## src/rtl/unified_mem_arbiter.sv

```systemverilog
// unified_mem_arbiter: shares one single-port memory between fetch (IF) and data (DM) stages.
// Latency: 1 IDLE + N BUSY (N>=1, N<=TIMEOUT) + 1 RESP cycle; throughput one access per 3 cycles best case.
// Backpressure: stall_f/stall_m held until the matching one-cycle valid pulse; memory throttles via mem_ready.
// Optional feature macro: UMA_ROUND_ROBIN_EN (round-robin on simultaneous requests; default fixed DM priority).

module unified_mem_arbiter #(
  parameter int ADDR_W  = 32,
  parameter int DATA_W  = 32,
  parameter int TIMEOUT = 15
) (
  input  logic              clk,
  input  logic              rst,
  // fetch stage
  input  logic              if_req,
  input  logic [ADDR_W-1:0] if_addr,
  output logic [DATA_W-1:0] if_rdata,
  output logic              if_valid,
  // data stage
  input  logic              dm_req,
  input  logic              dm_we,
  input  logic [ADDR_W-1:0] dm_addr,
  input  logic [DATA_W-1:0] dm_wdata,
  output logic [DATA_W-1:0] dm_rdata,
  output logic              dm_valid,
  // memory side
  output logic              mem_req,
  output logic              mem_we,
  output logic [ADDR_W-1:0] mem_addr,
  output logic [DATA_W-1:0] mem_wdata,
  input  logic [DATA_W-1:0] mem_rdata,
  input  logic              mem_ready,
  // hazard unit / status
  output logic              stall_f,
  output logic              stall_m,
  output logic              bus_err
);

  typedef enum logic [1:0] {
    IDLE   = 2'd0,
    BUSY_I = 2'd1,
    BUSY_D = 2'd2,
    RESP   = 2'd3
  } state_t;

  // Abort fires on the BUSY cycle whose miss would bring the wait count to TIMEOUT,
  // so an unanswered access occupies exactly TIMEOUT BUSY cycles.
  localparam logic [7:0] WAIT_LAST = 8'(TIMEOUT - 1);

  state_t     state;
  logic [7:0] wait_cnt;
  logic       pick_d;
  logic       pick_i;

`ifdef UMA_ROUND_ROBIN_EN
  // 1 = data stage was granted most recently, 0 = fetch stage (reset value).
  logic       owner_dm;

  // Grant selection in IDLE: alternate on a tie, lone requester always wins.
  always_comb begin
    pick_d = 1'b0;
    pick_i = 1'b0;
    if (dm_req && if_req) begin
      if (owner_dm) begin
        pick_i = 1'b1;
      end else begin
        pick_d = 1'b1;
      end
    end else begin
      pick_d = dm_req;
      pick_i = if_req;
    end
  end

  // Remember who was granted at each BUSY entry.
  always_ff @(posedge clk) begin
    if (rst) begin
      owner_dm <= 1'b0;
    end else if (state == IDLE && (pick_d || pick_i)) begin
      owner_dm <= pick_d;
    end
  end
`else
  // Grant selection in IDLE: the data access is the older instruction, so it wins ties.
  always_comb begin
    pick_d = dm_req;
    pick_i = if_req & ~dm_req;
  end
`endif

  // A stage stalls from its request until the cycle its completion pulse is seen.
  always_comb begin
    stall_f = if_req & ~if_valid;
    stall_m = dm_req & ~dm_valid;
  end

  // Access sequencer: latch request on grant, wait for mem_ready or timeout, pulse response.
  always_ff @(posedge clk) begin
    if (rst) begin
      state     <= IDLE;
      wait_cnt  <= '0;
      mem_req   <= 1'b0;
      mem_we    <= 1'b0;
      mem_addr  <= '0;
      mem_wdata <= '0;
      if_rdata  <= '0;
      if_valid  <= 1'b0;
      dm_rdata  <= '0;
      dm_valid  <= 1'b0;
      bus_err   <= 1'b0;
    end else begin
      // Completion and error flags are single-cycle pulses by default.
      if_valid <= 1'b0;
      dm_valid <= 1'b0;
      bus_err  <= 1'b0;

      case (state)
        IDLE: begin
          if (pick_d) begin
            state     <= BUSY_D;
            mem_req   <= 1'b1;
            mem_we    <= dm_we;
            mem_addr  <= dm_addr;
            mem_wdata <= dm_wdata;
            wait_cnt  <= '0;
          end else if (pick_i) begin
            state     <= BUSY_I;
            mem_req   <= 1'b1;
            mem_we    <= 1'b0;
            mem_addr  <= if_addr;
            mem_wdata <= '0;
            wait_cnt  <= '0;
          end
        end

        BUSY_I, BUSY_D: begin
          if (mem_ready) begin
            // Normal completion: hand the read data to whichever stage owns the access.
            state   <= RESP;
            mem_req <= 1'b0;
            if (state == BUSY_I) begin
              if_rdata <= mem_rdata;
              if_valid <= 1'b1;
            end else begin
              dm_rdata <= mem_rdata;
              dm_valid <= 1'b1;
            end
          end else if (wait_cnt == WAIT_LAST) begin
            // Memory never answered: complete with zero data so the pipeline keeps moving.
            state    <= RESP;
            mem_req  <= 1'b0;
            bus_err  <= 1'b1;
            wait_cnt <= wait_cnt + 8'd1;
            if (state == BUSY_I) begin
              if_rdata <= '0;
              if_valid <= 1'b1;
            end else begin
              dm_rdata <= '0;
              dm_valid <= 1'b1;
            end
          end else begin
            wait_cnt <= wait_cnt + 8'd1;
          end
        end

        RESP: begin
          // Requester updates its request at this edge; re-arbitrate from IDLE.
          state <= IDLE;
        end

        default: begin
          state   <= IDLE;
          mem_req <= 1'b0;
        end
      endcase
    end
  end

endmodule

```

## config.mk

```make
export PLATFORM = sky130hd
export DESIGN_NAME = unified_mem_arbiter
export DESIGN_NICKNAME = d
export VERILOG_FILES = /design/src/rtl/unified_mem_arbiter.sv
export SDC_FILE = /design/constraint.sdc
export NUM_CORES = 1
export LEC_CHECK = 0
export CAP_MARGIN = 20
export CORE_MARGIN = 4
export CORE_UTILIZATION = 44
export CTS_CLUSTER_DIAMETER = 50
export DETAILED_ROUTE_END_ITERATION = 10
export PLACE_DENSITY_LB_ADDON = 0.08
export SYNTH_ARGS = -nofsm -noshare
export SYNTH_HDL_FRONTEND = slang
export SYNTH_SLANG_ARGS = --single-unit
```

## constraint.sdc

```tcl
create_clock -name clk -period 2.9 [get_ports clk]
set_input_delay 0.725 -clock clk [delete_from_list [all_inputs] [get_ports clk]]
set_output_delay 0.725 -clock clk [all_outputs]
set_load 0.05 [all_outputs]
```

# Word-level counts from Yosys, hierarchy flattened
# Index checks and enable logic that the tools add are counted.
dict set report totals {
  elab_cells 75
  output_inout_bits 135
  inputBits 134
  register_bits 143
}
dict set report op_classes {
  n_mux 35
  add_sub_neg 1
  n_reduce_logical 13
  n_bitwise 8
  n_eq_ne 7
}
# operator count
set ops {}
lappend ops {{$mux W32} 12}
lappend ops {{$mux W8} 3}
lappend ops {{$pmux W8 S2} 1}
lappend ops {{$mux W1} 13}
lappend ops {{$reduce_and A3 Y1} 4}
lappend ops {{$add A8 B1 Y8 const B} 1}
lappend ops {{$eq A8 B4 Y1 const B} 1}
lappend ops {{$mux W2} 4}
lappend ops {{$ne A3 B3 Y1 const B} 2}
lappend ops {{$pmux W2 S3} 1}
lappend ops {{$reduce_bool A2 Y1} 3}
lappend ops {{$not A1 Y1} 5}
lappend ops {{$eq A2 B2 Y1 const B} 2}
lappend ops {{$reduce_and A2 Y1} 2}
lappend ops {{$reduce_or A2 Y1} 2}
lappend ops {{$and A1 B1 Y1} 3}
lappend ops {{$reduce_or A3 Y1} 1}
lappend ops {{$eq A2 B1 Y1 const B} 1}
lappend ops {{$logic_not A2 Y1} 1}
lappend ops {{$ne A2 B2 Y1 const B} 1}
lappend ops {{$pmux W1 S2} 1}

# Logic depth before layout (Yosys ltp)
dict set report logic_depth {
  depth_word 5
  depth_mapped 8
  mapped_depth_nobuf 6
}

# Worst setup path before layout
# OpenSTA, ideal clock, no wires.
dict set report synth_path {
  path_type {input -> output}
  startpoint {in dm_req}
  endpoint {out stall_m}
  required_ns 2.175
  slack_ns 0.252
  path_stages 3
  n_path_buf 2
  t_arrival_ns 1.923
  path_cell_list {buf_2 -> buf_2 -> nor2b_1}
}
dict set report synth_via {
  elab_chain_cells 1
}
# item line
set synth_lines {}
lappend synth_lines {{from (decl)} 19} ;# input logic dm_req,
lappend synth_lines {{$and A1 B1 Y1} 93} ;# stall_m = dm_req & ~dm_valid;
lappend synth_lines {{to (decl)} 34} ;# output logic stall_m,
# Every way passes these cells.

# Final worst setup path
dict set report layout_path {
  startpoint {in if_req}
  endpoint {out stall_f}
}
dict set report layout_via {
  elab_chain_cells 1
}
# item line
set layout_lines {}
lappend layout_lines {{from (decl)} 14} ;# input logic if_req,
lappend layout_lines {{$and A1 B1 Y1} 92} ;# stall_f = if_req & ~if_valid;
lappend layout_lines {{to (decl)} 33} ;# output logic stall_f,
# Every way passes these cells.

==> summary.txt <==
Syn Nets -> 769
total chip power -> 0.009027 W
initial antenna violation count -> 0
H-tree depth -> 4
number of detailed-route iterations in the first pass -> 5
fmax -> 395.4 MHz
sequential area share after synthesis -> 51.22%
share of layout cells above drive strength 1 -> 6.463%
Reg power frac -> 28.7%
setup TNS -> 0 ns
prevailing post-synth register cell -> dfxtp_1
synthesized cell area -> 5589 um2
Core Area -> 12210 um2
Worst EP arrival -> 1.80 ns
worst slew pin tran -> 0.9533 ns
synth-to-layout area growth -> 61.52%
Syn Inst Count -> 631
Die Width -> 120.7 um
clock transition at the registers of the reported paths -> 0.05 ns
port bufs -> 268
Layout Cells excl Fill -> 1050
via count -> 5647
Starting Density -> 45.77%
crit path kind -> in2out
Clock Tree Buf Depth -> 2
Vias/cell -> 5.378
syn avg cell area -> 8.858 um2
CTS Buf Count -> 17
max_slew headroom -> 36.30%
# Max-Cap Violations -> 0
CTS Hold Bufs -> 0
placed cell count -> 1017
Synth Register Bits -> 143
n_diodes -> 0
final RePlAce weighted congestion -> 0.7967
die area -> 14570 um2
pin count of the biggest net entering global routing -> 86
final clock skew -> 0.005329 ns
placed cell area -> 8371 um2
Yosys top cell by area -> dfxtp_1
Die Y -> 120.7 um
Routed WL -> 17.19 mm
hold depth -> 2
Clk pwr share -> 25.6%
First DRT Iteration DRCs -> 443
final core utilization -> 73.92%
Post-CTS Resized -> 0
total congestion overflow -> 0
Logic pwr share -> 45.7%
final slew viol count -> 0
most frequent cells in the layout -> clkdlybuf4s50_1 (263), dfxtp_1 (143), nor2_1 (73)
Hold Path Class -> reg2reg
post-synthesis cell type count -> 38
GRT Total Usage -> 22.99%
DRC -> 0
Setup Fix Bufs, Post-CTS -> 0
crit path max fanout -> 5
peak supply drop -> 0.0004983 V
Area contributors post-synth -> dfxtp_1 (51%), a21oi_1 (6.3%), nand3_1 (6.2%)
Yosys warnings -> 0
Static Leak -> 3.275 nW
first-pass GRT wire length -> 26.84 mm
element type at the critical path end -> output pin
Finished Cell Area -> 9027 um2
startpoint types -> primary input
cell-internal power -> 0.005273 W
switching share of power -> 41.59%
commonest non-fill, non-tap cell in the layout -> clkdlybuf4s50_1
minimum clock period -> 2.529 ns
critical path data required time -> 2.17 ns
outcome -> completed
# rows -> 40
Hold Fails Final Rpt -> 0
post-DP HPWL -> 12.36 mm
asr flop ratio synth -> 0%
R2R cell count -> 5
CTS Root Cell -> clkbuf_16
Synth top area share -> 51.22%
Clock Latency Late Sink -> 0.41 ns
part of the cycle the worst path needs -> 87.20%
Num Clock Sinks -> 143
Final nets -> 1007
Wirelength per Cell -> 16.37 um
TritonCTS clock tree -> built
NetSw -> 0.003754 W
DRT antenna net count -> 0
Setup-failing EPs final -> 0
vias in the first global route -> 5490
Reg2Reg Setup Slack -> 0.64 ns
EDFF count, synth -> 0
I/O pin count -> 269
RSZ-0062 raised after global routing -> no
pwr/cell area -> 999.9 nW/um2
==> power by group through the flow <==
stage	Sequential, W	Clock [W]	Combinational [W]
after floorplan	0.00395	0	0.00140
after global placement	0.00261	0	0.00402
after detailed placement	0.00263	0	0.00409
after CTS	0.00259	0.00235	0.00411
after global routing	0.00264	0.00244	0.00441
final	0.00259	0.00231	0.00413
==> area by class of cell <==
| class | count | area [um2] |
|---|---|---|
| inverters | 5 | 18.77 |
| clock buffers | 22 | 484.2 |
| flip-flops and latches | 143 | 2863 |
| repair buffers | 281 | 2808 |
| clock inverters | 10 | 157.7 |
| multi-input cells | 421 | 2486 |
| fillers | 974 | 3184 |
| well taps | 168 | 210.2 |
==> critical path, cell delays in order <==
cell and delay (ns):
clkdlybuf4s50_1 0.64, nor2b_1 0.27, buf_12 0.17
==> flip-flops by register name, indices dropped and copies added (netlist names) <==
signal,count
dm_rdata,32
if_rdata,32
mem_addr,32
mem_wdata,32
wait_cnt,8
state,2
bus_err,1
dm_valid,1
if_valid,1
mem_req,1
mem_we,1
==> final timing paths <==
kind	start	endpoint
min reg2reg	if_rdata[8]$_SDFFE_PP0P_	if_rdata[8]$_SDFFE_PP0P_
max reg2reg	state[0]$_SDFFE_PP0P_	if_rdata[14]$_SDFFE_PP0P_
max	if_req	stall_f
min	if_rdata[8]$_SDFFE_PP0P_	if_rdata[8]$_SDFFE_PP0P_
==> kinds of logic (layout without fill, tap and decap cells) <==
family | count (synthesis) | count (layout) | synth area share (%)
xor gates and xnor gates | 3 | 3 | 0.4702
muxes | 32 | 32 | 5.731
DFF | 143 | 143 | 51.22
and+or+nand+nor | 169 | 169 | 14.48
buffers and inverters | 67 | 318 | 4.701
adders and majority gates | 4 | 4 | 0.8955
AOI/OAI and AO/OA | 213 | 213 | 22.50
==> routing by layer <==
| metal | part of all wire, % | track usage (%) | vias up |
|---|---|---|---|
| met5 | 0 | 0 | - |
| met4 | 2.4 | 8.569 | 0 |
| met3 | 8.5 | 7.905 | 32 |
| met2 | 52 | 40.69 | 239 |
| met1 | 37 | 25.39 | 2619 |
| li1 | - | - | 2757 |
==> synthesized netlist by cell type, drive strengths merged (2+ instances only) <==
cell / number
a211oi: 32
nand3: 69
a21oi: 70
clkbuf: 49
o21ai: 69
nor2: 74
xnor2: 2
nand2: 3
and2: 4
o21a: 2
buf: 13
nand2b: 2
dfxtp: 143
a22oi: 33
nor2b: 2
inv: 4
mux2i: 32
nor4: 7
ha: 4
or3: 3
==> through the flow <==
step / worst slack (ns) / hold slack [ns]
floorplan: 0.2517 / 0.4520
global placement: 0.3062 / 0.4613
detailed placement: 0.2517 / 0.4657
CTS: 0.3591 / 0.4737
global route: 0.3389 / 0.4902
finish: 0.3712 / 0.4753
Note: power is estimated with default switching activity, not from simulation.
